--- src/rtl/uart_rx_frame_ctrl.sv ---
// Frame controller behind the UART receiver: SYNC/CMD/LEN/PAYLOAD/CHK sequencing, payload buffer,
// one-frame hold under valid/ack, saturating error count for framing, receiver and timeout faults.
module uart_rx_frame_ctrl #(
  parameter int         MAX_LEN        = 16,
  parameter logic [7:0] SYNC_BYTE      = 8'hA5,
  parameter int         TIMEOUT_CYCLES = 9548,
  parameter int         LEN_W          = $clog2(MAX_LEN+1),
  parameter int         TMR_W          = $clog2(TIMEOUT_CYCLES)
) (
  input  logic             clk,
  input  logic             reset,
  input  logic [7:0]       rx_data,
  input  logic             rx_valid,
  input  logic             rx_error,
  input  logic             frame_ack,
  input  logic [LEN_W-1:0] rd_addr,
  output logic [7:0]       rd_data,
  output logic             frame_valid,
  output logic             frame_pending,
  output logic [7:0]       frame_cmd,
  output logic [LEN_W-1:0] frame_len,
  output logic             busy,
  output logic             overrun,
  output logic [7:0]       err_count,
  input  logic             err_clr
);

  typedef enum logic [2:0] {
    S_IDLE    = 3'd0,
    S_CMD     = 3'd1,
    S_LEN     = 3'd2,
    S_PAYLOAD = 3'd3,
    S_CHK     = 3'd4,
    S_HOLD    = 3'd5
  } state_t;

  localparam logic [8:0]       MAX_LEN_B = 9'(MAX_LEN);
  localparam logic [TMR_W-1:0] TMR_LAST  = TMR_W'(TIMEOUT_CYCLES - 1);

  state_t           state, state_d;
  logic [7:0]       chk;
  logic [LEN_W-1:0] idx;
  logic [TMR_W-1:0] tmr, tmr_d;
  logic [7:0]       pay_buf [MAX_LEN];

  logic err_inc, ld_cmd, ld_len, wr_pay, fv_d, ovr_d, timeout, in_frame;

  assign in_frame      = (state == S_CMD) || (state == S_LEN) ||
                         (state == S_PAYLOAD) || (state == S_CHK);
  assign busy          = in_frame;
  assign frame_pending = (state == S_HOLD);
  assign timeout       = in_frame && (tmr == TMR_LAST);

  always_ff @(posedge clk or negedge reset) begin
    if (!reset) state <= S_IDLE;
    else        state <= state_d;
  end

  // Receiver error always wins over a same-cycle byte; a byte wins over an expiring timer.
  always_comb begin
    state_d = state;
    err_inc = 1'b0;
    ld_cmd  = 1'b0;
    ld_len  = 1'b0;
    wr_pay  = 1'b0;
    fv_d    = 1'b0;
    ovr_d   = 1'b0;
    tmr_d   = '0;
    case (state)
      S_IDLE: begin
        if (rx_error)                                err_inc = 1'b1;
        else if (rx_valid && rx_data == SYNC_BYTE)   state_d = S_CMD;
      end
      S_CMD, S_LEN, S_PAYLOAD, S_CHK: begin
        if (rx_error) begin
          err_inc = 1'b1;
          state_d = S_IDLE;
        end else if (rx_valid) begin
          case (state)
            S_CMD: begin
              ld_cmd  = 1'b1;
              state_d = S_LEN;
            end
            S_LEN: begin
              if ({1'b0, rx_data} > MAX_LEN_B) begin
                err_inc = 1'b1;
                state_d = S_IDLE;
              end else begin
                ld_len  = 1'b1;
                state_d = (rx_data == 8'd0) ? S_CHK : S_PAYLOAD;
              end
            end
            S_PAYLOAD: begin
              wr_pay = 1'b1;
              if (idx == frame_len - LEN_W'(1)) state_d = S_CHK;
            end
            default: begin
              if (rx_data == chk) begin
                fv_d    = 1'b1;
                state_d = S_HOLD;
              end else begin
                err_inc = 1'b1;
                state_d = S_IDLE;
              end
            end
          endcase
        end else if (timeout) begin
          err_inc = 1'b1;
          state_d = S_IDLE;
        end else begin
          tmr_d = tmr + TMR_W'(1);
        end
      end
      S_HOLD: begin
        if (rx_error)      err_inc = 1'b1;
        else if (rx_valid) ovr_d   = 1'b1;
        if (frame_ack)     state_d = S_IDLE;
      end
      default: state_d = S_IDLE;
    endcase
  end

  always_ff @(posedge clk or negedge reset) begin
    if (!reset) begin
      frame_cmd   <= '0;
      frame_len   <= '0;
      chk         <= '0;
      idx         <= '0;
      tmr         <= '0;
      frame_valid <= 1'b0;
      overrun     <= 1'b0;
      err_count   <= '0;
    end else begin
      tmr         <= tmr_d;
      frame_valid <= fv_d;
      overrun     <= ovr_d;
      if (ld_cmd) begin
        frame_cmd <= rx_data;
        chk       <= rx_data;
      end
      if (ld_len) begin
        frame_len <= LEN_W'(rx_data);
        chk       <= chk ^ rx_data;
        idx       <= '0;
      end
      if (wr_pay) begin
        chk <= chk ^ rx_data;
        idx <= idx + LEN_W'(1);
      end
      if (err_clr)                         err_count <= '0;
      else if (err_inc && err_count != 8'hFF) err_count <= err_count + 8'd1;
    end
  end

  // Payload store is left untouched between frames; only reset clears it.
  always_ff @(posedge clk or negedge reset) begin
    if (!reset) begin
      for (int i = 0; i < MAX_LEN; i++) pay_buf[i] <= '0;
    end else if (wr_pay) begin
      for (int i = 0; i < MAX_LEN; i++)
        if (idx == LEN_W'(i)) pay_buf[i] <= rx_data;
    end
  end

  always_comb begin
    rd_data = '0;
    for (int i = 0; i < MAX_LEN; i++)
      if (rd_addr == LEN_W'(i)) rd_data = pay_buf[i];
  end

endmodule

--- config.mk ---
export PLATFORM = sky130hd
export DESIGN_NAME = uart_rx_frame_ctrl
export DESIGN_NICKNAME = d
export VERILOG_FILES = /design/src/rtl/uart_rx_frame_ctrl.sv
export SDC_FILE = /design/constraint.sdc
export NUM_CORES = 1
export LEC_CHECK = 0
export ABC_AREA = 1
export BUFFER_PORTS_ARGS = -buffer_cell sky130_fd_sc_hd__buf_2
export CAP_MARGIN = 0
export CORE_MARGIN = 2
export CORE_UTILIZATION = 23
export CTS_BUF_LIST = sky130_fd_sc_hd__clkbuf_8 sky130_fd_sc_hd__clkbuf_16
export DETAILED_ROUTE_END_ITERATION = 8
export GPL_ROUTABILITY_DRIVEN = 1
export PLACE_DENSITY = 0.48
export SLEW_MARGIN = 20
export SYNTH_ARGS = -nofsm -noshare
export SYNTH_HDL_FRONTEND = slang
export SYNTH_SLANG_ARGS = --single-unit
export TNS_END_PERCENT = 10
--- constraint.sdc ---
create_clock -name clk -period 2.2 [get_ports clk]
set_input_delay 0.22 -clock clk [delete_from_list [all_inputs] [get_ports clk]]
set_output_delay 0.22 -clock clk [all_outputs]
set_load 0.01 [all_outputs]
==> summary.md <==
| Metric | Value |
|---|---|
| Status | finished, violations left |
| Violated checks | setup timing |
| Total gr overflow | 0 |
| Crit Path Max Fanout | 2 |
| Synth Area per Inst | ~8.0 sq um |
| Row count | 71 |
| Clk Latency, worst-skew pair | approximately 440 ps |
| Core Region | ~0.038 sq mm |
| Unrepaired setup endpoints after global routing | true |
| Launch point of the worst reg-to-reg path | frame_len[0]$_DFFE_PN0P_ |
| Drt first pass iters | 6 |
| Die H | between 150 and 200 microns |
| Req. time, crit path | between 1500 and 2000 ps |
| Crit-path max cell delay | 390 ps |
| Hold slack | 71.9 ps |
| Dpl cells | 1661 |
| Slew HR | 0.521 |
| Max Slew Vio Count | 0 |
| Synthesized area | 0.00877 sq mm |
| CTS tree | done |
| Startpoint Class | register |
| CTS Buf Count | 17 |
| CP Launch Point | pay_buf[118]$_DFFE_PN0P_ |
| Largest cells by area after synthesis | dfrtp_1 (52%), nand2_1 (15%), o21ai_0 (5.9%) |
| Post-Layout Cell Count | 1700 |
| Vias in the first global route | 7058 |
| Total Routing Usage GR | 0.129 |
| Clock root buffer | clkbuf_16 |
| Area leader, netlist | dfrtp_1 |
| Initial antenna violation count | 2 |
| Slew @ Worst Pin | between 700 and 800 ps |
| Logic pwr share | 0.201 |
| Start point of the worst hold path | rx_data[2] |
| Crit Path Category | reg2out |
| Total number of vias | ~7200 |
| Post-synthesis async set-or-reset flop share | 1.00 |
| Drt via density | approximately 4.3 |
| Reg2Reg Setup Slack | between 200 and 250 ps |
| Seq pwr share | 0.446 |
| IO buf count | 51 |
| Slowest CP cell | dfrtp_1 |
| R2R depth | 9 |
| DR iter-0 viols | 484 |
| IO Pins | 52 |
| Post-synthesis sequential area ratio | 0.517 |
| Synth top cells by count | nand2_1 (341), dfrtp_1 (181), o21ai_0 (103) |
| FF+latch count, synth | approximately 180 |
| Residual DRC count | 0 |
| Final HPWL DP | around 17 mm |
| H-tree levels | 4 |
| CP Cell Sequence | nand4_1 -> nand2_2 -> nor2_2 -> nand3_1 -> nor2_1 -> nand4_1 -> nand2_2 -> nand3_2 -> nand2_2 -> nand4_1 -> buf_2 |
| F_max | 447 MHz |
| Overall Power | about 8.7 mW |
| Top cell type's share of synthesized area | 0.517 |
| Fin nets | about 1200 |
| Max IR drop VDD | around 0.43 mV |
| Synth warn | 0 |
| Final hold violation count | 0 |
| Number of synthesized flops with an enable pin | 0 |
| Fin crit period | 2240 ps |
| Power Dens Cells | approximately 800 mW/mm^2 |
| Share of layout cells above drive strength 1 | 0.159 |
| Initial core utilization | 0.233 |
| Die Wd | between 150 and 200 microns |
| WP data arrival | slightly above 2000 ps |
| Clk network pwr share | 0.353 |
| Reg-to-reg endpoint | state[2]$_DFFE_PN0P_ |
| Cell area after layout | 0.0106 sq mm |
| Syn Nets | around 1100 |
| Synth Instances | 1090 |
| Hold crit path type | in2reg |
| Area post-placement | 0.00988 sq mm |
| Clock sinks | around 180 |
| Routed wire length | approximately 24 mm |
| CTS Buffer Depth | 2 |
| Net switching power | ~2.8 mW |
| Area growth syn-to-layout | 20.4% |
| Number of max-cap violations | 0 |
| Prevailing post-synth register cell | dfrtp_1 |
| Cell-internal power | about 6 mW |
| Clock slew at reported path FFs | 70 ps |
| Fin worst setup slack | -38.0 ps |
| First-pass GRT wire length | 39.6 mm |
| Switch share | 0.318 |
| Setup Skew | about 9.6 ps |
| Top-count cell post-synth | nand2_1 |
| Gp weighted congestion | slightly above 0.8 |
| Static leakage | between 4 and 5 nW |
| Largest net degree at the start of global routing | roughly 60 |
| Tcrit/Tclk final | 1.02 |
| Critical path capture point type | output port |
| Unique cell type count in the Yosys netlist | 38 |
| Antenna viol nets, final | 0 |
| Place WS | -225 ps |
| WL/cell | around 14 microns |
| Final setup vio count | 1 |
| End point of the critical path | rd_data[6] |
| Total die area | 0.0397 sq mm |
-- cell usage in the layout (no fill, tap or decap), types with 3 or more instances in the layout --
cell | synthesis | final
a21oi_1 | 13 | 13
buf_12 | 0 | 3
buf_2 | 7 | 50
buf_4 | 0 | 40
clkbuf_16 | 0 | 17
clkinv_2 | 0 | 3
clkinvlp_4 | 0 | 3
dfrtp_1 | 181 | 181
ha_1 | 8 | 8
inv_1 | 89 | 90
inv_2 | 12 | 12
inv_6 | 0 | 3
nand2_1 | 341 | 336
nand2_2 | 3 | 8
nand3_1 | 46 | 44
nand3_2 | 3 | 5
nand4_1 | 38 | 38
nor2_1 | 74 | 70
nor2_2 | 14 | 16
nor2_4 | 5 | 7
nor3_1 | 11 | 10
nor4_1 | 4 | 4
o21ai_0 | 103 | 103
o21ai_1 | 54 | 54
o22ai_1 | 4 | 4
or2_0 | 5 | 5
or2_1 | 5 | 5
or2_2 | 9 | 9
xnor2_1 | 8 | 8
xor2_1 | 13 | 13
-- critical path, delay by kind of cell (launching register included) --
| kind | cells | cell delay [ps] |
|---|---|---|
| and+or+nand+nor | 10 | 1030 |
| DFF | 1 | 390 |
| buffers and inverters | 1 | 150 |
-- flip-flops by register name, summed over array words and instances (netlist names) --
register / count
tmr: 14
pay_buf: 128
overrun: 1
frame_len: 5
idx: 5
frame_valid: 1
chk: 8
frame_cmd: 8
err_count: 8
state: 3
-- power by group through the flow --
stage	clock network, mW	logic [mW]	registers [mW]
after floorplan	0	1.11	3.94
after global placement	0	1.74	3.94
after detailed placement	0	1.75	3.94
after CTS	3.16	1.76	3.88
after global routing	3.30	2.00	3.92
final	3.07	1.75	3.88
-- cell type report --
class | instances | area [sq um]
Fill cell | 4098 | 27000
Sequential cell | 181 | 4530
Multi-Input combinational cell | 777 | 3780
Tap cell | 511 | 639
Timing Repair Buffer | 95 | 634
Clock buffer | 17 | 425
Inverter | 102 | 383
Clock inverter | 15 | 156
Antenna cell | 2 | 5.00
-- what timing repair did --
item / CTS / global route
setup buffers: 0 / 4
endpoints found under the hold margin: 56 / 0
gates resized for setup: 1 / 13
setup endpoints to repair: 7 / 18
pin swaps: 0 / 14
hold buffers: 1 / 0
-- per-layer routing --
metal | wire length (microns) | vias up | track usage
met5 | 0 | - | 0
met4 | 221 | 0 | 0.0293
met3 | 804 | 15 | 0.0253
met2 | 11200 | 115 | 0.203
met1 | 12100 | 3413 | 0.182
li1 | - | 3702 | -
-- through the flow --
step                       util  setup TNS (ps)
after floorplan               -               0
after global placement    0.263            -994
after detailed placement  0.263           -1300
after CTS                 0.279           -11.1
after global routing      0.281            -725
final                     0.281           -38.0
-- logic make-up (layout without fill, tap and decap cells) --
family | Yosys count | in the layout | share of synthesized area
flip-flops | 181 | 181 | 0.517
XOR/XNOR | 21 | 21 | 0.0210
adder cells (fa/ha/maj) | 8 | 8 | 0.0114
AND/OR/NAND/NOR | 567 | 567 | 0.288
AO/OA/AOI/OAI | 181 | 181 | 0.106
other | 0 | 2 | 0
buffers and inverters | 132 | 229 | 0.0575
-- how the worst min path moves through the flow --
stage | end | depth (start not counted) | slack (ps)
after floorplan | chk[0]$_DFFE_PN0P_ | 0 | -80
after global placement | err_count[4]$_DFFE_PN0P_ | 1 | 260
after detailed placement | err_count[4]$_DFFE_PN0P_ | 1 | 260
after CTS | frame_len[2]$_DFFE_PN0P_ | 3 | 50
after global routing | frame_len[2]$_DFFE_PN0P_ | 3 | 80
final | frame_len[2]$_DFFE_PN0P_ | 3 | 70
No activity file was read; power rests on OpenSTA's default activity.
